`config.mk`:
```
export PLATFORM = sky130hd
export DESIGN_NAME = priority_encoder_scan_display
export DESIGN_NICKNAME = d
export VERILOG_FILES = /design/src/rtl/priority_encoder_scan_display.sv
export SDC_FILE = /design/constraint.sdc
export NUM_CORES = 1
export LEC_CHECK = 0
export CELL_PAD_IN_SITES_DETAIL_PLACEMENT = 1
export CELL_PAD_IN_SITES_GLOBAL_PLACEMENT = 2
export CORE_MARGIN = 2
export CORE_UTILIZATION = 33
export DETAILED_ROUTE_END_ITERATION = 10
export GPL_TIMING_DRIVEN = 0
export PLACE_DENSITY = 0.9
export SYNTH_ARGS = -nofsm -noshare
export SYNTH_HDL_FRONTEND = slang
export SYNTH_SLANG_ARGS = --single-unit
```
`constraint.sdc`:
```
create_clock -name clk -period 2.5 [get_ports clk]
set_clock_uncertainty 0.15 [all_clocks]
set_input_delay 0.5 -clock clk [delete_from_list [all_inputs] [get_ports clk]]
set_output_delay 0.5 -clock clk [all_outputs]
set_load 0.05 [all_outputs]
```
`src/rtl/priority_encoder_scan_display.sv`:
```
`default_nettype none
// +--------------------------------------------------------------------------+
// | Module : priority_encoder_scan_display                                   |
// | Brief  : Registered MSB priority encoder with peak-hold, shown in        |
// |          decimal on a time-multiplexed common-bus 7-segment display.     |
// | Rev    : 1.0 - parametrised successor of the 8-bit encoder/display block |
// +--------------------------------------------------------------------------+
module priority_encoder_scan_display #(
  parameter int WIDTH    = 16,
  parameter int DIGITS   = 2,
  parameter int SCAN_DIV = 1024
) (
  input  logic                     clk,
  input  logic                     rst_n,
  input  logic [WIDTH-1:0]         data,
  input  logic                     hold_mode,
  input  logic                     clear,
  output logic [$clog2(WIDTH)-1:0] index,
  output logic                     valid,
  output logic [6:0]               segments,
  output logic [DIGITS-1:0]        digit_en,
  output logic                     none
);

  localparam int c_IW = $clog2(WIDTH);
  localparam int c_CW = (SCAN_DIV > 1) ? $clog2(SCAN_DIV) : 1;
  localparam logic [c_CW-1:0] c_LAST = c_CW'(SCAN_DIV - 1);

  logic [WIDTH-1:0] r_data;
  logic [c_IW-1:0]  r_live_idx;
  logic             r_live_valid;
  logic [c_IW-1:0]  r_peak_idx;
  logic             r_peak_valid;
  logic [c_CW-1:0]  r_scan_cnt;

  logic [c_IW-1:0]   w_enc_idx;
  logic              w_enc_valid;
  logic              w_scan_tc;
  logic [DIGITS-1:0] w_digit_rot;
  logic [3:0]        w_bcd [DIGITS];
  logic [DIGITS-1:0] w_blank;
  logic              w_nz_seen;
  logic [3:0]        w_sel_bcd;
  logic              w_sel_blank;

  // Priority encode of the registered request: higher set bits overwrite lower ones.
  always_comb begin
    w_enc_idx = '0;
    for (int i = 0; i < WIDTH; i++) begin
      if (r_data[i]) w_enc_idx = c_IW'(i);
    end
  end
  assign w_enc_valid = |r_data;

  // Input register and live result register.
  always_ff @(posedge clk or negedge rst_n) begin
    if (!rst_n) begin
      r_data       <= '0;
      r_live_idx   <= '0;
      r_live_valid <= 1'b0;
    end else begin
      r_data       <= data;
      r_live_idx   <= w_enc_idx;
      r_live_valid <= w_enc_valid;
    end
  end

  // Peak-hold of the registered live result; clear beats a simultaneous update.
  always_ff @(posedge clk or negedge rst_n) begin
    if (!rst_n) begin
      r_peak_idx   <= '0;
      r_peak_valid <= 1'b0;
    end else if (clear) begin
      r_peak_idx   <= '0;
      r_peak_valid <= 1'b0;
    end else if (r_live_valid && (!r_peak_valid || r_live_idx > r_peak_idx)) begin
      r_peak_idx   <= r_live_idx;
      r_peak_valid <= 1'b1;
    end
  end

  // Output select. The live branch captures the encoder result on the same edge
  // that loads the live register, keeping data-to-index latency at two cycles.
  always_ff @(posedge clk or negedge rst_n) begin
    if (!rst_n) begin
      index <= '0;
      valid <= 1'b0;
      none  <= 1'b1;
    end else if (hold_mode) begin
      index <= r_peak_idx;
      valid <= r_peak_valid;
      none  <= !r_peak_valid;
    end else begin
      index <= w_enc_idx;
      valid <= w_enc_valid;
      none  <= !w_enc_valid;
    end
  end

  generate
    if (DIGITS == 1) begin : g_rot_single
      assign w_digit_rot = digit_en;
    end else begin : g_rot_multi
      assign w_digit_rot = {digit_en[DIGITS-2:0], digit_en[DIGITS-1]};
    end
  endgenerate

  assign w_scan_tc = (r_scan_cnt == c_LAST);

  // Scan timer: dwell SCAN_DIV cycles per digit, then rotate the one-hot select.
  always_ff @(posedge clk or negedge rst_n) begin
    if (!rst_n) begin
      r_scan_cnt <= '0;
      digit_en   <= DIGITS'(1);
    end else if (w_scan_tc) begin
      r_scan_cnt <= '0;
      digit_en   <= w_digit_rot;
    end else begin
      r_scan_cnt <= r_scan_cnt + c_CW'(1);
    end
  end

  // Decimal digits of the displayed index (constant divisors only).
  generate
    for (genvar k = 0; k < DIGITS; k++) begin : g_bcd
      localparam int unsigned c_POW = 10 ** k;
      assign w_bcd[k] = 4'((32'(index) / c_POW) % 32'd10);
    end
  endgenerate

  // Leading-zero blanking from the top digit down; the units digit is never blanked.
  always_comb begin
    w_nz_seen = 1'b0;
    w_blank   = '0;
    for (int k = DIGITS - 1; k >= 1; k--) begin
      w_nz_seen  = w_nz_seen | (w_bcd[k] != 4'd0);
      w_blank[k] = !w_nz_seen;
    end
  end

  // Pick the digit addressed by the one-hot select.
  always_comb begin
    w_sel_bcd   = 4'd0;
    w_sel_blank = 1'b0;
    for (int k = 0; k < DIGITS; k++) begin
      if (digit_en[k]) begin
        w_sel_bcd   = w_bcd[k];
        w_sel_blank = w_blank[k];
      end
    end
  end

  // Seven-segment decode (gfedcba), dark when nothing to show or digit blanked.
  always_comb begin
    segments = 7'b0000000;
    if (!none && !w_sel_blank) begin
      case (w_sel_bcd)
        4'd0:    segments = 7'b0111111;
        4'd1:    segments = 7'b0000110;
        4'd2:    segments = 7'b1011011;
        4'd3:    segments = 7'b1001111;
        4'd4:    segments = 7'b1100110;
        4'd5:    segments = 7'b1101101;
        4'd6:    segments = 7'b1111101;
        4'd7:    segments = 7'b0000111;
        4'd8:    segments = 7'b1111111;
        4'd9:    segments = 7'b1101111;
        default: segments = 7'b0000000;
      endcase
    end
  end

endmodule
`default_nettype wire

```
# Word level (Yosys, flattened, before mapping)
# Memory sizes are Yosys's and may differ from the RTL's.
# Cells that the tools add are included.
word_totals:
  inputBits: 20
  wordCells: 55
  mem_bits_ro: 112
  mem_count: 1
  reg_bits: 44
  output_inout_bits: 15
classes:
  reduce_logical: 11
  eq_ne: 1
  magnitude_cmp: 1
  muxes: 27
  div: 3
  addsub: 1
memory_table:
  columns: ["name", "depth", "word_bits", "read_ports", "rd_clocked_by_memory_dff", "wr", "line_no", "rtl"]
  rows:
  - ["(no name shown)", 16, 7, 1, 0, 0, "157", "case (w_sel_bcd)"]
ops:
  columns: ["cell", "n"]
  rows:
  - ["2-to-1 mux 4 bit", 14]
  - ["divider 4 x 4 -> 32 bit (second input constant)", 1]
  - ["remainder unit 32 x 4 -> 32 bit (second input constant)", 1]
  - ["remainder unit 4 x 4 -> 32 bit (second input constant)", 1]
  - ["OR reduction 16 bit", 1]
  - ["adder 10 x 1 -> 10 bit (second input constant)", 1]
  - ["equality test 10 bit (second input constant)", 1]
  - ["2-to-1 mux 10 bit", 1]
  - ["2-to-1 mux 3 bit", 3]
  - ["2-to-1 mux 7 bit", 1]
  - ["2-to-1 mux 1 bit", 6]
  - ["logical NOT 1 bit", 5]
  - ["> comparator 4 bit", 1]
  - ["2-to-1 mux 2 bit", 2]
  - ["nonzero test 4 bit", 1]
  - ["logical AND 1 bit", 2]
  - ["nonzero test 2 bit", 1]
  - ["logical OR 1 bit", 1]

# Longest topological paths before layout
# Gate-level depths: netlist of the first run.
logic_depth:
  ltp_word: 16
  mapped_depth: 9
  mapped_depth_nobuf: 8

# Least setup slack after synthesis of the first run
# Ideal clock, no wire load.
synth_path:
  path_type: "reg-to-output"
  startpoint: "register index[3]"
  endpoint: "output segments[6]"
  stages_incl_launch_ff: 10
  t_required_ns: 1.850
  n_path_buf: 1
  setup_slack_ns: -0.669
  arrival_ns: 2.519
  cell_sequence: "dfrtp_1 > clkbuf_1 > o21ai_1 > nor2_1 > a31oi_1 > inv_1 > ha_1 > nor3_1 > a31oi_1 > nor2b_1"
synth_between:
  elab_chain_len: 8
  elab_cells_between_ends: 12
  classes_between: "3 x div; 4 x mux; 4 x reduce/logical; 1 x memory"
synth_rtl:
  columns: ["element", "line_no", "rtl"]
  rows:
  - ["start: declaration", "18", "output logic [$clog2(WIDTH)-1:0] index,"]
  - ["start signal: assignment", "90", "index <= r_peak_idx;"]
  - ["start signal: assignment", "94", "index <= w_enc_idx;"]
  - ["branches (longest 7 deep; another with divider 4 x 4 -> 32 bit)", null, null]
  - ["2-to-1 mux 7 bit *", "156", "if (!none && !w_sel_blank) begin"]
  - ["end: declaration", "20", "output logic [6:0] segments,"]
# Mark *: on every way between the ends.

# Worst setup path in the final report of the first run
layout_path:
  startpoint: "register index[2]"
  endpoint: "output segments[2]"
# The elaborated chain is that of the path after synthesis.

==> results by group, run 1 <==
Cells and area
  – Design area: 3030 um^2
  – Share of cells above drive strength 1: 35.2%
  – Final Util: 50.9%
  – Diode count: 0
  – Nets: 286
  – Area growth syn-to-layout: 47.8%

Logic synthesis
  – Syn nets: 224
  – Most common cell in the synthesized netlist: dfrtp_1
  – Post-synth EDFFs: 0
  – Yosys warns: 0
  – Ys flop type: dfrtp_1
  – Synth unique cells: 40
  – Synthesized area per cell: 10.6 um^2
  – Top post-synthesis cells by count: dfrtp_1, nor2_1, inv_1
  – Seq/Total Area, Yosys: 53.8%
  – Ys async rst share: 100%
  – Register bit total from synthesis: 44
  – Syn Inst Count: 193
  – Share of Yosys cell area claimed by the top area cell type: 51.3%
  – Post-synth top area cell: dfrtp_1
  – Mapped cell area: 2050 um^2
  – Synth area leaders: dfrtp_1, ha_1, nor2_1

Outcome
  – Status: finished with violations
  – Violated checks: negative setup slack

Clock network
  – Clock slew at reported path FFs: 70 ps
  – H-tree depth: 2
  – CTS Buf Count: 5
  – Clock Sinks: 44
  – Worst skew pair latency: 290 ps
  – Max Buffers Root-to-Sink: 2
  – Root Driver: clkbuf_8
  – CTS tree: done

Floorplan
  – Chip height: 82.8 um
  – Die X-Extent: 82.8 um
  – Die area: 6860 um^2
  – Ports: 35
  – Initial core utilization: 34.4%
  – Row count: 28
  – Core Area: 5960 um^2

STA
  – Final Hold Vio Count: 0
  – Final Cycle Share: 108%
  – Slew HR: 62.6%
  – Worst-Margin Slew: 561 ps
  – RSZ-0062 raised after global routing: yes
  – Crit path time final: 2690 ps
  – Final WS setup: -191 ps
  – Final hold slack: 343 ps
  – Final setup violation count: 7
  – Final Max Slew Viols: 0
  – Fmax: 372 MHz

Flow run
  – Max-cap violations: 0

Drt
  – Drt first pass iters: 3
  – Avg WL per Cell: 14.2 um
  – WL final: 4.72 mm
  – Antenna Nets Post-Route: 0
  – Vias: 1624
  – Initial DRC Count: 11
  – DR DRC count: 0
  – Vias/cell: 4.91

GRT
  – First-pass GRT wire length: 8.05 mm
  – Initial antenna violation count: 0
  – GRT Overall Usage: 14.4%
  – Final global-route overflow total: 0
  – Pin count of the biggest net entering global routing: 31
  – Vias in the first global route: 1739

Critical path
  – Max FO, Critical Path: 3
  – Crit end category: primary output
  – CP arrival: 2040 ps
  – CP startpoint kind: register
  – Critical Path RT: 1850 ps
  – Crit Path Category: register to primary output

Placed design
  – Worst slack, placed: -733 ps
  – DP HPWL: 3.22 mm
  – Port Buffers: 33
  – Area post-placement: 2610 um^2
  – Routability Congestion: 0.679

Power
  – Worst VDD drop: 0.394 mV
  – Pwr dens: 480 nW/um^2
  – Leak pwr: 1.29 nW
  – Power, Total: 1.45 mW

Worst hold path
  – Type of the tightest min-delay check: register to register
==> state kept, by name, summed over array words and instances (netlist names) <==
name,flops
digit_en,2
r_live_valid,1
valid,1
r_live_idx,4
r_scan_cnt,10
index,4
r_peak_idx,4
r_data,16
r_peak_valid,1
none,1
==> worst max-delay path, stage by stage, from the launching register on <==
cell and delay (ps):
dfrtp_2 440, o21ai_4 170, nor2_2 50, a31oi_2 200
buf_4 180, buf_4 110, ha_2 180, a21oi_2 60
a21oi_2 160, nor2b_4 60, buf_6 150
==> where the power goes <==
| group | switching, mW | internal, mW | total (mW) |
|---|---|---|---|
| registers | 0.0262 | 0.743 | 0.769 |
| clock network | 0.212 | 0.225 | 0.437 |
| logic | 0.136 | 0.111 | 0.247 |
==> cell usage in the layout, fill, tap and decap left out, types with 3 or more instances in the layout <==
| cell | n |
|---|---|
| xnor2_1 | 3 |
| clkbuf_8 | 6 |
| clkbuf_1 | 4 |
| a21oi_2 | 3 |
| a21oi_1 | 9 |
| mux2i_1 | 5 |
| xor2_1 | 4 |
| nor2_1 | 19 |
| o21ai_1 | 3 |
| buf_8 | 3 |
| inv_2 | 4 |
| buf_6 | 5 |
| o21ai_4 | 4 |
| clkdlybuf4s50_1 | 25 |
| inv_1 | 11 |
| ha_1 | 6 |
| nand3_1 | 5 |
| buf_4 | 20 |
| o21ai_0 | 3 |
| nor2_2 | 3 |
| dfrtp_1 | 38 |
| nand2_1 | 8 |
| dfrtp_2 | 4 |
| ha_4 | 3 |
| a31oi_1 | 3 |
| nor2b_4 | 3 |
| mux2_2 | 3 |
==> through the flow <==
stage	TNS (ps)	instances
floorplan	-60.3	193
detailed placement	-4340	302
CTS	-1030	326
finish	-1210	331
global route	-1850	331
global placement	-16790	301
==> kinds of logic (layout without fill, tap and decap cells) <==
| group | count (synthesis) | count (layout) | synth area share, % |
|---|---|---|---|
| xor gates and xnor gates | 7 | 7 | 2.99 |
| DFF | 44 | 44 | 53.8 |
| buffers and inverters | 21 | 84 | 3.85 |
| and+or+nand+nor | 60 | 60 | 15.5 |
| AOI/OAI and AO/OA | 39 | 39 | 11.4 |
| muxes | 11 | 11 | 5.68 |
| adders and majority gates | 11 | 11 | 6.72 |
==> final timing paths <==
| path | startpoint | to | slack (ps) | depth (start not counted) |
|---|---|---|---|---|
| min | r_scan_cnt[0] | r_scan_cnt[0] | 340 | 1 |
| max in group asynchronous | rst_n | r_data[12] | 1240 | 3 |
| max reg2reg | r_data[8] | valid | 270 | 5 |
| max | index[2] | segments[2] | -190 | 10 |
| min reg2reg | r_scan_cnt[0] | r_scan_cnt[0] | 340 | 1 |
| min in group asynchronous | rst_n | r_scan_cnt[1] | 490 | 2 |
==> final cells by class <==
class / count / area (um^2)
fillers: 643 / 2930
flip-flops and latches: 44 / 1110
multi-input cells: 128 / 1100
repair buffers: 56 / 542
well taps: 75 / 93.8
clock buffers: 8 / 90.1
inverters: 17 / 68.8
plain buffers: 3 / 22.5
==> repair_timing <==
item	in CTS	in global routing
setup buffers	16	5
gates resized for setup	71	14
endpoints found under the setup margin	7	7
hold endpoints to repair	12	0
hold buffers	1	0
cloned	0	0
pin swaps	12	9
==> metal layers <==
layer  share of wire, %  track usage, %  vias up
met2                 55            27.3       38
met3                4.0            3.58        7
met1                 39            15.5      790
li1                   -               -      789
met4                1.4            4.62        0
met5                  0               0        -
No activity file was read; power rests on OpenSTA's default activity.
==> inputs of run 2 (changes only) <==
Settings changed: MAX_ROUTING_LAYER from default to met4.
==> run 2 against run 1 <==
The run still ends with negative setup slack left. Largest power group unchanged. Worst hold slack barely moved. Cell count stayed put. Critical path depth is the same. Power up 0.24%. Non-clock buffer count stayed put. Wire length is essentially flat. Largest cell class unchanged. Cell area is the same. Combinational power about the same. First-iteration DRC count up 45%. Die area stayed put. Flip-flop and latch count is the same.
==> results by group, run 2 (synthesis results as in run 1) <==
Floorplan
  – Ports: 35 (unchanged)
  – Chip height: 82.8 um (unchanged)
  – Die X-Extent: 82.8 um (unchanged)
  – Initial core utilization: 34.4% (unchanged)
  – Die area: 6860 um^2 (unchanged)
  – Row count: 28 (unchanged)
  – Core Area: 5960 um^2 (unchanged)

STA
  – RSZ-0062 raised after global routing: yes
  – Final Hold Vio Count: 0 (unchanged)
  – TNS Setup: -1230 ps (-16.1 ps)
  – Final setup violation count: 7 (unchanged)
  – Slew HR: 62.6% (about the same)
  – Final WS setup: -194 ps (-2.84 ps)
  – Final Cycle Share: 108% (+0.11 points)
  – Final Max Slew Viols: 0 (unchanged)
  – Worst-Margin Slew: 561 ps (+0.0174 ps)
  – Crit path time final: 2690 ps (+2.84 ps)
  – Fmax: 371 MHz (-0.11%)

Clock network
  – Root Driver: clkbuf_8
  – H-tree depth: 2 (unchanged)
  – Clock slew at reported path FFs: 80 ps (about the same)
  – CTS Buf Count: 5 (unchanged)
  – Worst skew pair latency: 290 ps (about the same)
  – CTS tree: done
  – Clock Sinks: 44 (unchanged)
  – Max Buffers Root-to-Sink: 2 (unchanged)

Cells and area
  – Largest regs: r_data (16), r_scan_cnt (10)
  – Most frequent cells in the layout: dfrtp_1, clkdlybuf4s50_1, buf_4
  – Share of cells above drive strength 1: 35.2% (unchanged)
  – Finished Layout Cells: 331 (unchanged)
  – Commonest non-fill, non-tap cell in the layout: dfrtp_1
  – Biggest register: r_data
  – Max reg flops: 16 (unchanged)
  – Diode count: 0 (unchanged)
  – Area growth syn-to-layout: 47.8% (unchanged)
  – Nets: 286 (unchanged)

Critical path
  – FF-to-FF Start: r_data[8]
  – Reg2Reg Depth: 5 (unchanged)
  – R2r endpoint: valid
  – Crit end category: primary output
  – Crit Path Category: register to primary output
  – Slowest stage cell, crit path: dfrtp_2
  – CP startpoint kind: register
  – CP arrival: 2040 ps (about the same)
  – CP top delay family: compound AO/OA/AOI/OAI gates
  – Max FO, Critical Path: 3 (unchanged)
  – Critical Path RT: 1850 ps (about the same)
  – Worst R2R Setup Slack: 270 ps (about the same)
  – Bufs and invs on worst path: 3 (unchanged)
  – Critical Path, Cell by Cell: o21ai_4, nor2_2, a31oi_2, buf_4, buf_4, ha_2, a21oi_2, a21oi_2, nor2b_4, buf_6
  – Slowest stage delay, CP: 440 ps (about the same)

GRT
  – Pin count of the biggest net entering global routing: 31 (unchanged)
  – GRT Overall Usage: 14.8% (+0.43 points)
  – GR peak layer: met2
  – Initial antenna violation count: 0 (unchanged)
  – Routing usage on met3: 3.48% (-0.099 points)
  – Met1 GRT Util: 15.7% (+0.19 points)
  – Final global-route overflow total: 0 (unchanged)
  – First-pass GRT wire length: 8.06 mm (about the same)
  – Vias in the first global route: 1733 (-0.35%)
  – Met2 track demand over resource: 27.2% (-0.073 points)

Power
  – Clock power frac: 30.3% (+0.2 points)
  – Gate power share: 16.9% (about the same)
  – Leak pwr: 1.29 nW (unchanged)
  – Switching share of power: 25.9% (+0.18 points)
  – Int Power: 1.08 mW (about the same)
  – Worst VDD drop: 0.393 mV (-0.12%)
  – Pwr dens: 481 nW/um^2 (+0.24%)
  – Psw: 378 uW (+0.95%)
  – Sequential group share of total power: 52.8% (about the same)

Drt
  – WL final: 4.71 mm (about the same)
  – Vias: 1623 (-0.062%)
  – Drt first pass iters: 3 (unchanged)
  – Avg WL per Cell: 14.2 um (about the same)
  – Vias/cell: 4.90 (about the same)
  – DR DRC count: 0 (unchanged)
  – Antenna Nets Post-Route: 0 (unchanged)
  – Initial DRC Count: 16 (+5)

Worst hold path
  – Type of the tightest min-delay check: register to register
  – Worst Hold Launch: r_scan_cnt[9]
  – Hold depth: 1 (unchanged)
  – Worst Hold Path EP: r_scan_cnt[9]

Outcome
  – Violated checks: negative setup slack
  – Status: finished with violations

Placed design
  – Port Buffers: 33 (unchanged)
  – Routability Congestion: 0.686 (+1.0%)
  – DP HPWL: 3.22 mm (unchanged)
  – Placed cells: 302 (unchanged)

Flow run
  – Max-cap violations: 0 (unchanged)
-- run 2: cell counts in the layout (fill, tap and decap cells not counted) --
Identical to the previous run, type by type.
-- run 2: worst register-to-register path, cell delays in order, from the launching register on --
cell and delay, ps:
dfrtp_1 400, or4_4 540, or4b_4 550, inv_2 80, nand4_4 100, mux2_2 300
-- run 2: worst max-delay path by stage --
stage / cells past startpoint / slack (ps) / from / to
CTS: 10 / -200 / index[1] / segments[1]
global placement: 10 / -670 / index[3] / segments[0]
detailed placement: 10 / -730 / index[3] / segments[0]
floorplan: 9 / -50 / index[3] / segments[6]
global route: 10 / -290 / index[2] / segments[1]
finish: 10 / -190 / index[2] / segments[2]
-- run 2: power groups by stage --
stage	Clock, mW	Sequential [mW]	Combinational [mW]
after floorplan	0	0.805	0.0980
after global placement	0	0.783	0.206
after detailed placement	0	0.784	0.214
after CTS	0.459	0.769	0.243
after global routing	0.489	0.773	0.270
final	0.441	0.769	0.247
-- run 2: per-stage QoR --
stage / setup WS [ps] / hold slack [ps] / util, % / power [mW] / area [um^2]
floorplan: -53.1 / 54.4 / - / 0.903 / 2170
global placement: -672 / 305 / 43.6 / 0.988 / 2590
detailed placement: -733 / 282 / 43.8 / 0.999 / 2610
CTS: -196 / 344 / 49.3 / 1.47 / 2940
global route: -294 / 360 / 50.9 / 1.53 / 3030
finish: -194 / 343 / 50.9 / 1.46 / 3030
-- run 2: area by class of cell --
type / instances / area, um^2
Clock buffer: 8 / 90.1
Buffer: 3 / 22.5
Inverter: 17 / 68.8
Fill cell: 643 / 2930
Tap cell: 75 / 93.8
Sequential cell: 44 / 1110
Multi-Input combinational cell: 128 / 1100
Timing Repair Buffer: 56 / 542
-- run 2: timing repair --
action | in CTS | in global routing
setup endpoints to repair | 7 | 7
gates resized for setup | 71 | 14
hold buffers | 1 | 0
pin swaps | 12 | 9
setup buffers | 16 | 5
endpoints found under the hold margin | 12 | 0
-- run 2: metal layers --
layer	part of all wire, %	vias to the layer above
met1	39	790
met5	0	-
met3	3.9	7
met2	55	38
li1	-	788
met4	1.4	0
